## config.mk

```make
export PLATFORM = sky130hd
export DESIGN_NAME = alu_share_ctrl
export DESIGN_NICKNAME = d
export VERILOG_FILES = /design/src/rtl/alu_share_ctrl.sv
export SDC_FILE = /design/constraint.sdc
export NUM_CORES = 1
export LEC_CHECK = 0
export BUFFER_PORTS_ARGS = -buffer_cell sky130_fd_sc_hd__buf_2
export CORE_MARGIN = 8
export CORE_UTILIZATION = 47
export CTS_CLUSTER_DIAMETER = 120
export DETAILED_ROUTE_END_ITERATION = 10
export PLACE_DENSITY = 0.95
export SLEW_MARGIN = 20
export SYNTH_ARGS = -nofsm -noshare
export SYNTH_HDL_FRONTEND = slang
export SYNTH_SLANG_ARGS = --single-unit
```

## constraint.sdc

```tcl
create_clock -name clk -period 2.6 [get_ports clk]
set_clock_uncertainty 0.1 [all_clocks]
set_input_delay 0.13 -clock clk [delete_from_list [all_inputs] [get_ports clk]]
set_output_delay 0.13 -clock clk [all_outputs]
set_load 0.01 [all_outputs]
```

## src/rtl/alu_share_ctrl.sv

```systemverilog
// Round-robin controller sharing one combinational ALU between two requesters; 1-cycle or MULDIV_CYCLES execution.
// Optional macro ALU_DIVZERO_TRAP_EN: divide by zero skips the ALU and returns an all-ones/error response.
module alu_share_ctrl #(
  parameter int WIDTH         = 17,
  parameter int MULDIV_CYCLES = 4
) (
  input  logic             clk,
  input  logic             rst,
  input  logic             req0_valid,
  output logic             req0_ready,
  input  logic [3:0]       req0_op,
  input  logic [WIDTH-1:0] req0_a,
  input  logic [WIDTH-1:0] req0_b,
  input  logic             req1_valid,
  output logic             req1_ready,
  input  logic [3:0]       req1_op,
  input  logic [WIDTH-1:0] req1_a,
  input  logic [WIDTH-1:0] req1_b,
  output logic [3:0]       alu_op,
  output logic [WIDTH-1:0] alu_data1,
  output logic [WIDTH-1:0] alu_data2,
  input  logic [WIDTH-1:0] alu_upper,
  input  logic [WIDTH-1:0] alu_lower,
  output logic             rsp_valid,
  input  logic             rsp_ready,
  output logic             rsp_id,
  output logic [WIDTH-1:0] rsp_upper,
  output logic [WIDTH-1:0] rsp_lower,
  output logic             rsp_err,
  output logic             busy
);

`ifdef ALU_DIVZERO_TRAP_EN
  localparam logic TRAP_EN = 1'b1;
`else
  localparam logic TRAP_EN = 1'b0;
`endif

  typedef enum logic [1:0] {IDLE, EXEC, RESP} state_t;

  state_t           state_q;
  logic             pref1_q;
  logic [3:0]       cnt_q;
  logic             err_q;
  logic             trap_q;
  logic [3:0]       alu_op_q;
  logic [WIDTH-1:0] alu_data1_q, alu_data2_q;
  logic             rsp_valid_q, rsp_id_q, rsp_err_q, busy_q;
  logic [WIDTH-1:0] rsp_upper_q, rsp_lower_q;

  logic             gnt_vld, gnt_id, accept;
  logic [3:0]       acc_op;
  logic [WIDTH-1:0] acc_a, acc_b;
  logic             acc_supported, acc_muldiv, acc_dz;
  logic [3:0]       cnt_load;

  // pref1_q remembers who lost the last tie: set after granting req0.
  always_comb begin
    gnt_vld = req0_valid | req1_valid;
    gnt_id  = 1'b0;
    if (req0_valid && req1_valid) gnt_id = pref1_q;
    else if (req1_valid)          gnt_id = 1'b1;
  end

  assign req0_ready = (state_q == IDLE) && gnt_vld && !gnt_id && !rst;
  assign req1_ready = (state_q == IDLE) && gnt_vld &&  gnt_id && !rst;
  assign accept     = (state_q == IDLE) && gnt_vld;

  always_comb begin
    acc_op = gnt_id ? req1_op : req0_op;
    acc_a  = gnt_id ? req1_a  : req0_a;
    acc_b  = gnt_id ? req1_b  : req0_b;
    acc_supported = 1'b0;
    case (acc_op)
      4'b0000, 4'b0001, 4'b0100, 4'b0101,
      4'b0111, 4'b1000, 4'b1001, 4'b1011: acc_supported = 1'b1;
      default:                            acc_supported = 1'b0;
    endcase
    acc_muldiv = (acc_op == 4'b0100) || (acc_op == 4'b0101);
    acc_dz     = TRAP_EN && (acc_op == 4'b0101) && (acc_b == '0);
    cnt_load   = (acc_muldiv && !acc_dz) ? 4'(MULDIV_CYCLES) : 4'd1;
  end

  always_ff @(posedge clk) begin
    if (rst) begin
      state_q     <= IDLE;
      pref1_q     <= 1'b0;
      cnt_q       <= '0;
      err_q       <= 1'b0;
      trap_q      <= 1'b0;
      alu_op_q    <= '0;
      alu_data1_q <= '0;
      alu_data2_q <= '0;
      rsp_valid_q <= 1'b0;
      rsp_id_q    <= 1'b0;
      rsp_upper_q <= '0;
      rsp_lower_q <= '0;
      rsp_err_q   <= 1'b0;
      busy_q      <= 1'b0;
    end else begin
      unique case (state_q)
        IDLE: begin
          if (accept) begin
            alu_op_q    <= acc_op;
            alu_data1_q <= acc_a;
            alu_data2_q <= acc_b;
            rsp_id_q    <= gnt_id;
            pref1_q     <= ~gnt_id;
            cnt_q       <= cnt_load;
            err_q       <= ~acc_supported;
            trap_q      <= acc_dz;
            busy_q      <= 1'b1;
            state_q     <= EXEC;
          end
        end
        EXEC: begin
          if (cnt_q == 4'd1) begin
            rsp_upper_q <= trap_q ? '1 : alu_upper;
            rsp_lower_q <= trap_q ? '0 : alu_lower;
            rsp_err_q   <= err_q | trap_q;
            rsp_valid_q <= 1'b1;
            state_q     <= RESP;
          end else begin
            cnt_q <= cnt_q - 4'd1;
          end
        end
        RESP: begin
          if (rsp_ready) begin
            rsp_valid_q <= 1'b0;
            busy_q      <= 1'b0;
            state_q     <= IDLE;
          end
        end
        default: state_q <= IDLE;
      endcase
    end
  end

  assign alu_op    = alu_op_q;
  assign alu_data1 = alu_data1_q;
  assign alu_data2 = alu_data2_q;
  assign rsp_valid = rsp_valid_q;
  assign rsp_id    = rsp_id_q;
  assign rsp_upper = rsp_upper_q;
  assign rsp_lower = rsp_lower_q;
  assign rsp_err   = rsp_err_q;
  assign busy      = busy_q;

endmodule

```

# Yosys cells after proc, flatten, opt, wreduce, memory -nomap -nowiden
# Memory sizes are Yosys's and may differ from the RTL's.
# Cells that the tools add are included.
dict set report op_classes {
  n_addsub 1
  reduce_logical 19
  n_eq_ne 9
  mux 18
  bitwise 3
}
# cell count
set op_table {}
lappend op_table {{$mux 17} 2}
lappend op_table {{$mux 4} 3}
lappend op_table {{$reduce_and 3->1} 4}
lappend op_table {{$eq 4x3->1 const B} 2}
lappend op_table {{$ne 2x2->1 const B} 4}
lappend op_table {{$pmux 4 s2} 1}
lappend op_table {{$logic_and 1x1->1} 6}
lappend op_table {{$mux 2} 3}
lappend op_table {{$pmux 2 s3} 1}
lappend op_table {{$reduce_bool 2->1} 3}
lappend op_table {{$mux 1} 5}
lappend op_table {{$eq 4x1->1 const B} 1}
lappend op_table {{$pmux 1 s2} 2}
lappend op_table {{$reduce_and 2->1} 2}
lappend op_table {{$sub 4x1->4 const B} 1}
lappend op_table {{$mux 3} 1}
lappend op_table {{$eq 2x1->1 const B} 1}
lappend op_table {{$eq 2x2->1 const B} 1}
lappend op_table {{$logic_not 1->1} 2}
lappend op_table {{$logic_not 2->1} 1}
lappend op_table {{$not 1->1} 2}
lappend op_table {{$logic_or 1x1->1} 1}
lappend op_table {{$or 1x1->1} 1}
dict set report word_totals {
  out_inout_bits 78
  register_bits 84
  mem_bits_ro 16
  in_bits 115
  n_memories 1
}
# memory words word_bits rd rd_ports_with_merged_regs wr line_no
set memory_table {}
lappend memory_table {{(no name shown)} 16 1 1 0 0 74} ;# case (acc_op)

# Depth between registers and ports, before layout
dict set report logic_depth {
  word_depth 8
  ltp_mapped 8
  mapped_depth_nobuf 6
}

# Worst setup path before layout
# OpenSTA, ideal clock, no wires.
dict set report synth_timing {
  path_type {reg-to-reg}
  startpoint {register cnt_q[0]}
  endpoint {register cnt_q[0]}
  t_arrival_ns 1.427
  setup_ns 0.122
  required_time_ns 2.378
  path_slack_ns 0.951
  path_stages_with_launch 6
  period_less_slack_ns 1.649
  cell_sequence {dfxtp_1 ha_1 or3b_2 a2bb2oi_1 a211o_1 o21ai_0}
}
dict set report synth_between {
  elab_chain_len 3
}
# item line_no
set synth_lines {}
lappend synth_lines {{from (decl)} 43} ;# logic [3:0] cnt_q;
lappend synth_lines {{from (signal assigned)} 109} ;# cnt_q <= cnt_load;
lappend synth_lines {{from (signal assigned)} 124} ;# cnt_q <= cnt_q - 4'd1;
lappend synth_lines {{$sub 4x1->4 or $eq 4x1->1 (tied branches)} {124, 117}}
lappend synth_lines {{$mux 4 or $ne 2x2->1 (tied branches)} --}
lappend synth_lines {{$pmux 4 s2 or $reduce_and 3->1 (tied branches)} --}
# Several ways; a longest one is shown, not always the timed one. The select of a mux whose other input is x is not followed.
# A chain may end at the register's enable or synchronous reset.

# Worst setup path in the final report
dict set report layout_timing {
  startpoint {register state_q[0]}
  endpoint {register alu_data1_q[14], in the netlist alu_data1[14]}
}
dict set report layout_between {
  elab_chain_len 3
}
# item line_no
set layout_lines {}
lappend layout_lines {{from (decl)} 41} ;# state_t state_q;
lappend layout_lines {{from (signal assigned)} 86} ;# state_q <= IDLE;
lappend layout_lines {{from (signal assigned)} 113} ;# state_q <= EXEC;
lappend layout_lines {{from (signal assigned)} 122} ;# state_q <= RESP;
lappend layout_lines {{$logic_not 2->1 *} {67, 101}}
lappend layout_lines {{$logic_and 1x1->1} 67} ;# assign accept = (state_q == IDLE) && gnt_vld;
lappend layout_lines {{$reduce_and 2->1 (no line) *} --}
lappend layout_lines {{to (signal assigned)} 92} ;# alu_data1_q <= '0;
lappend layout_lines {{to (signal assigned)} 105} ;# alu_data1_q <= acc_a;
lappend layout_lines {{to (decl)} 47} ;# logic [WIDTH-1:0] alu_data1_q, alu_data2_q;
# Every way passes the cells marked *; elsewhere a longest branch is shown, timed or not.

==> summary.md <==
| Metric | Value |
|---|---|
| # Max-Cap Violations | `0` |
| CP max stage cell | `dlygate4sd3_1` |
| Fin Hold WS | `0.0100 ns` |
| Crit path max fanout | `6` |
| Pwr Total | `0.00331 W` |
| Dpl hpwl | `8.11 mm` |
| DRC | `0` |
| FF+latch count, synth | `84` |
| Critical path type | `register to register` |
| Die Span X | `100 µm` |
| Logic gate share of total power | `28.3%` |
| Reg2reg start | `state_q[0]$_SDFFE_PP0P_` |
| Post-synth top cells | `nand2_1 (88), dfxtp_1 (84), a21oi_1 (50), and2_1 (29), a221o_1 (27)` |
| First-pass GRT wire length | `23.6 mm` |
| Leakage power | `2.57 nW` |
| Max VDD drop | `0.000346 V` |
| CTS buffer count | `9` |
| Hold Startpoint | `req1_b[14]` |
| Critical Path Stages | `5` |
| Sequential area share after synthesis | `50.6%` |
| # clock sinks | `84` |
| Top Layer Used | `met5` |
| Ys async rst share | `0%` |
| Synth Area in Adders | `0.753%` |
| Count leader, synth | `nand2_1` |
| Synth area leaders | `dfxtp_1 (51%), nand2_1 (9.9%), a221o_1 (8.1%)` |
| Die height | `100 µm` |
| HP Class | `primary input to register` |
| Share of the synthesized area in the top cell type | `50.6%` |
| # port buffers | `192` |
| Synthesized net count | `486` |
| WL/cell | `19.8 µm` |
| Clock power share | `25.2%` |
| Syn avg cell area | `9.00 µm²` |
| Core area | `0.00683 mm²` |
| Via count | `4255` |
| Most used DFF post-synth | `dfxtp_1` |
| Rows | `30` |
| H-tree depth | `3` |
| Initial Util | `48.6%` |
| R2r setup slk | `0.18 ns` |
| Met1 Routed Length | `4.74 mm` |
| Sequential share of power | `46.5%` |
| Synth Area in XOR/XNOR | `0.264%` |
| GPL Wtd Cong | `0.823` |
| RSZ-0062 raised after global routing | `false` |
| Slew Limit Fails | `0` |
| Top Ports | `193` |
| Simple-Gate Fraction of Synth Area | `21.3%` |
| Sw power | `0.00108 W` |
| Switching share of total power | `32.8%` |
| CP Launch Type | `register` |
| 1st-pass router iterations | `5` |
| Crit share post-route | `93.2%` |
| Vias per cell | `5.58` |
| Aggregate routed wire length | `15.1 mm` |
| CTS tree | `built` |
| Synth warn | `0` |
| Fmax | `413 MHz` |
| R2r worst-path depth | `5` |
| R2r endpoint | `alu_data1[14]$_SDFFE_PP0P_` |
| Initial antenna violation count | `6` |
| PostCTS Resize Cnt | `0` |
| Final TNS setup | `0 ns` |
| Crit-path cells | `or2_1, nor3_1, a22oi_1, dlygate4sd3_1, a21oi_1` |
| Largest net degree at the start of global routing | `36` |
| Final number of hold-violating endpoints | `0` |
| EDFF count, synth | `0` |
| Least-Margin Pin Slew | `0.732 ns` |
| Critical Path Sink | `alu_data1[14]$_SDFFE_PP0P_` |
| Required @ worst endpoint | `2.77 ns` |
| Cell class contributing the biggest share of worst-path delay | `simple AND/OR/NAND/NOR gates` |
| Internal | `0.00222 W` |
| Cell taking the most area after synthesis | `dfxtp_1` |
| Clock Pin Slew Worst Setup and Hold Paths | `0.09 ns` |
| Worst path max stage delay | `0.63 ns` |
| Synth Area in Compound Gates | `22.1%` |
| Die ar. | `0.0100 mm²` |
| Layout cells sized above 1 | `33.9%` |
| Worst-case clock buffer depth | `2` |
| Iteration-0 DRC Markers | `391` |
| Clock root cell | `clkbuf_8` |
| Grt total ovfl | `0` |
| Wire length on met2 | `7.82 mm` |
| Worst path bufs/invs | `1` |
| Relative slew slack | `50.8%` |
| Endpoint class of the critical path | `register` |
| Post-route ant nets | `0` |
| Outcome | `finished, final reports clean` |
| Metal3 WL | `1.20 mm` |
| Mux cell area share after synthesis | `0%` |
| Largest family of logic cells by synthesized area | `compound AO/OA/AOI/OAI gates` |
| CP startpoint | `state_q[0]$_SDFFE_PP0P_` |
| Area growth syn-to-layout | `66.7%` |
| Vias in the first global route | `4650` |
| GRT Total Usage | `30.0%` |
| NumNets Final | `772` |
| Final min period | `2.42 ns` |
| Synth Cell Area | `0.00332 mm²` |
| Later-pin clock latency in the skew report | `0.34 ns` |
| # setup viols final | `0` |
| Yosys cell types | `39` |
| Cells after synthesis | `369` |
| WP data arrival | `2.60 ns` |
| PD cells | `597 mW/mm²` |
## repair_timing
action / in CTS / in global routing
buffers inserted: 0 / 0
hold buffers: 104 / 0
hold endpoints to repair: 72 / 0
## final cells by class
cell class | count | area (µm²)
repair buffers | 301 | 2040
flip-flops and latches | 84 | 1680
multi-input cells | 254 | 1490
fillers | 386 | 1290
clock buffers | 9 | 124
well taps | 96 | 120
clock inverters | 7 | 50.0
inverters | 5 | 18.8
diodes | 6 | 15.0
## state kept, by name, summed over array words and instances (netlist names)
name / flops
pref1_q: 1
alu_op: 4
err_q: 1
state_q: 2
rsp_err: 1
rsp_upper: 17
rsp_id: 1
cnt_q: 4
alu_data1: 17
busy: 1
rsp_valid: 1
rsp_lower: 17
alu_data2: 17
## cell families (layout without fill, tap and decap cells)
group | after synthesis | after routing
XOR/XNOR | 1 | 1
AO/OA/AOI/OAI | 104 | 104
other | 0 | 6
adder cells (fa/ha/maj) | 2 | 2
AND/OR/NAND/NOR | 147 | 147
buffers and inverters | 31 | 322
flip-flops | 84 | 84
## worst register-to-register path, delay by kind of cell, from the launching register on
family                 cells  cell delay [ns]
and+or+nand+nor            2             0.97
buffers and inverters      1             0.63
DFF                        1             0.35
AOI/OAI and AO/OA          2             0.33
## power by group through the flow
| stage | Combinational, W | Clock [W] | Sequential (W) |
|---|---|---|---|
| 6_report | 0.000936 | 0.000835 | 0.00154 |
| 5_1_grt | 0.00100 | 0.000893 | 0.00156 |
| 4_1_cts | 0.000883 | 0.000845 | 0.00152 |
| 3_5_place_dp | 0.000742 | 0 | 0.00155 |
| 3_3_place_gp | 0.000709 | 0 | 0.00154 |
| 2_1_floorplan | 0.000387 | 0 | 0.00160 |
## metrics by stage
step | cells | area (µm²) | worst slack, ns | util [%]
final | 762 | 5540 | 0.177 | 81.1
after global routing | 761 | 5540 | 0.0723 | 81.0
after CTS | 756 | 5520 | 0.288 | 80.8
after detailed placement | 636 | 4300 | 0.353 | 63.0
after global placement | 636 | 4300 | 0.466 | 63.0
after floorplan | 369 | 3320 | 0.951 | -
## worst min-delay path by stage
stage / end / depth (start not counted)
2_1_floorplan: rsp_lower[0]$_SDFFE_PP0P_ / 2
3_3_place_gp: alu_data1[6]$_SDFFE_PP0P_ / 2
3_5_place_dp: alu_data2[4]$_SDFFE_PP0P_ / 2
4_1_cts: alu_data2[14]$_SDFFE_PP0P_ / 3
5_1_grt: alu_data2[14]$_SDFFE_PP0P_ / 3
6_report: alu_data2[14]$_SDFFE_PP0P_ / 3
## layout by cell type, fill, tap and decap left out, types with 6 or more instances in the layout
cell	netlist	final
buf_2	8	192
dlygate4sd3_1	0	104
a21oi_1	50	50
clkbuf_8	0	9
nand2_1	88	88
a22oi_1	7	7
diode_2	0	6
nor2_1	7	7
a221o_1	27	27
and2_1	29	29
dfxtp_1	84	84
## routing by layer
metal	vias to the layer above	global-route usage, %
met2	309	54.1
met1	1960	26.9
met5	-	0
li1	1871	-
met3	113	8.30
met4	2	27.1
Power figures use the tool's default switching activity.
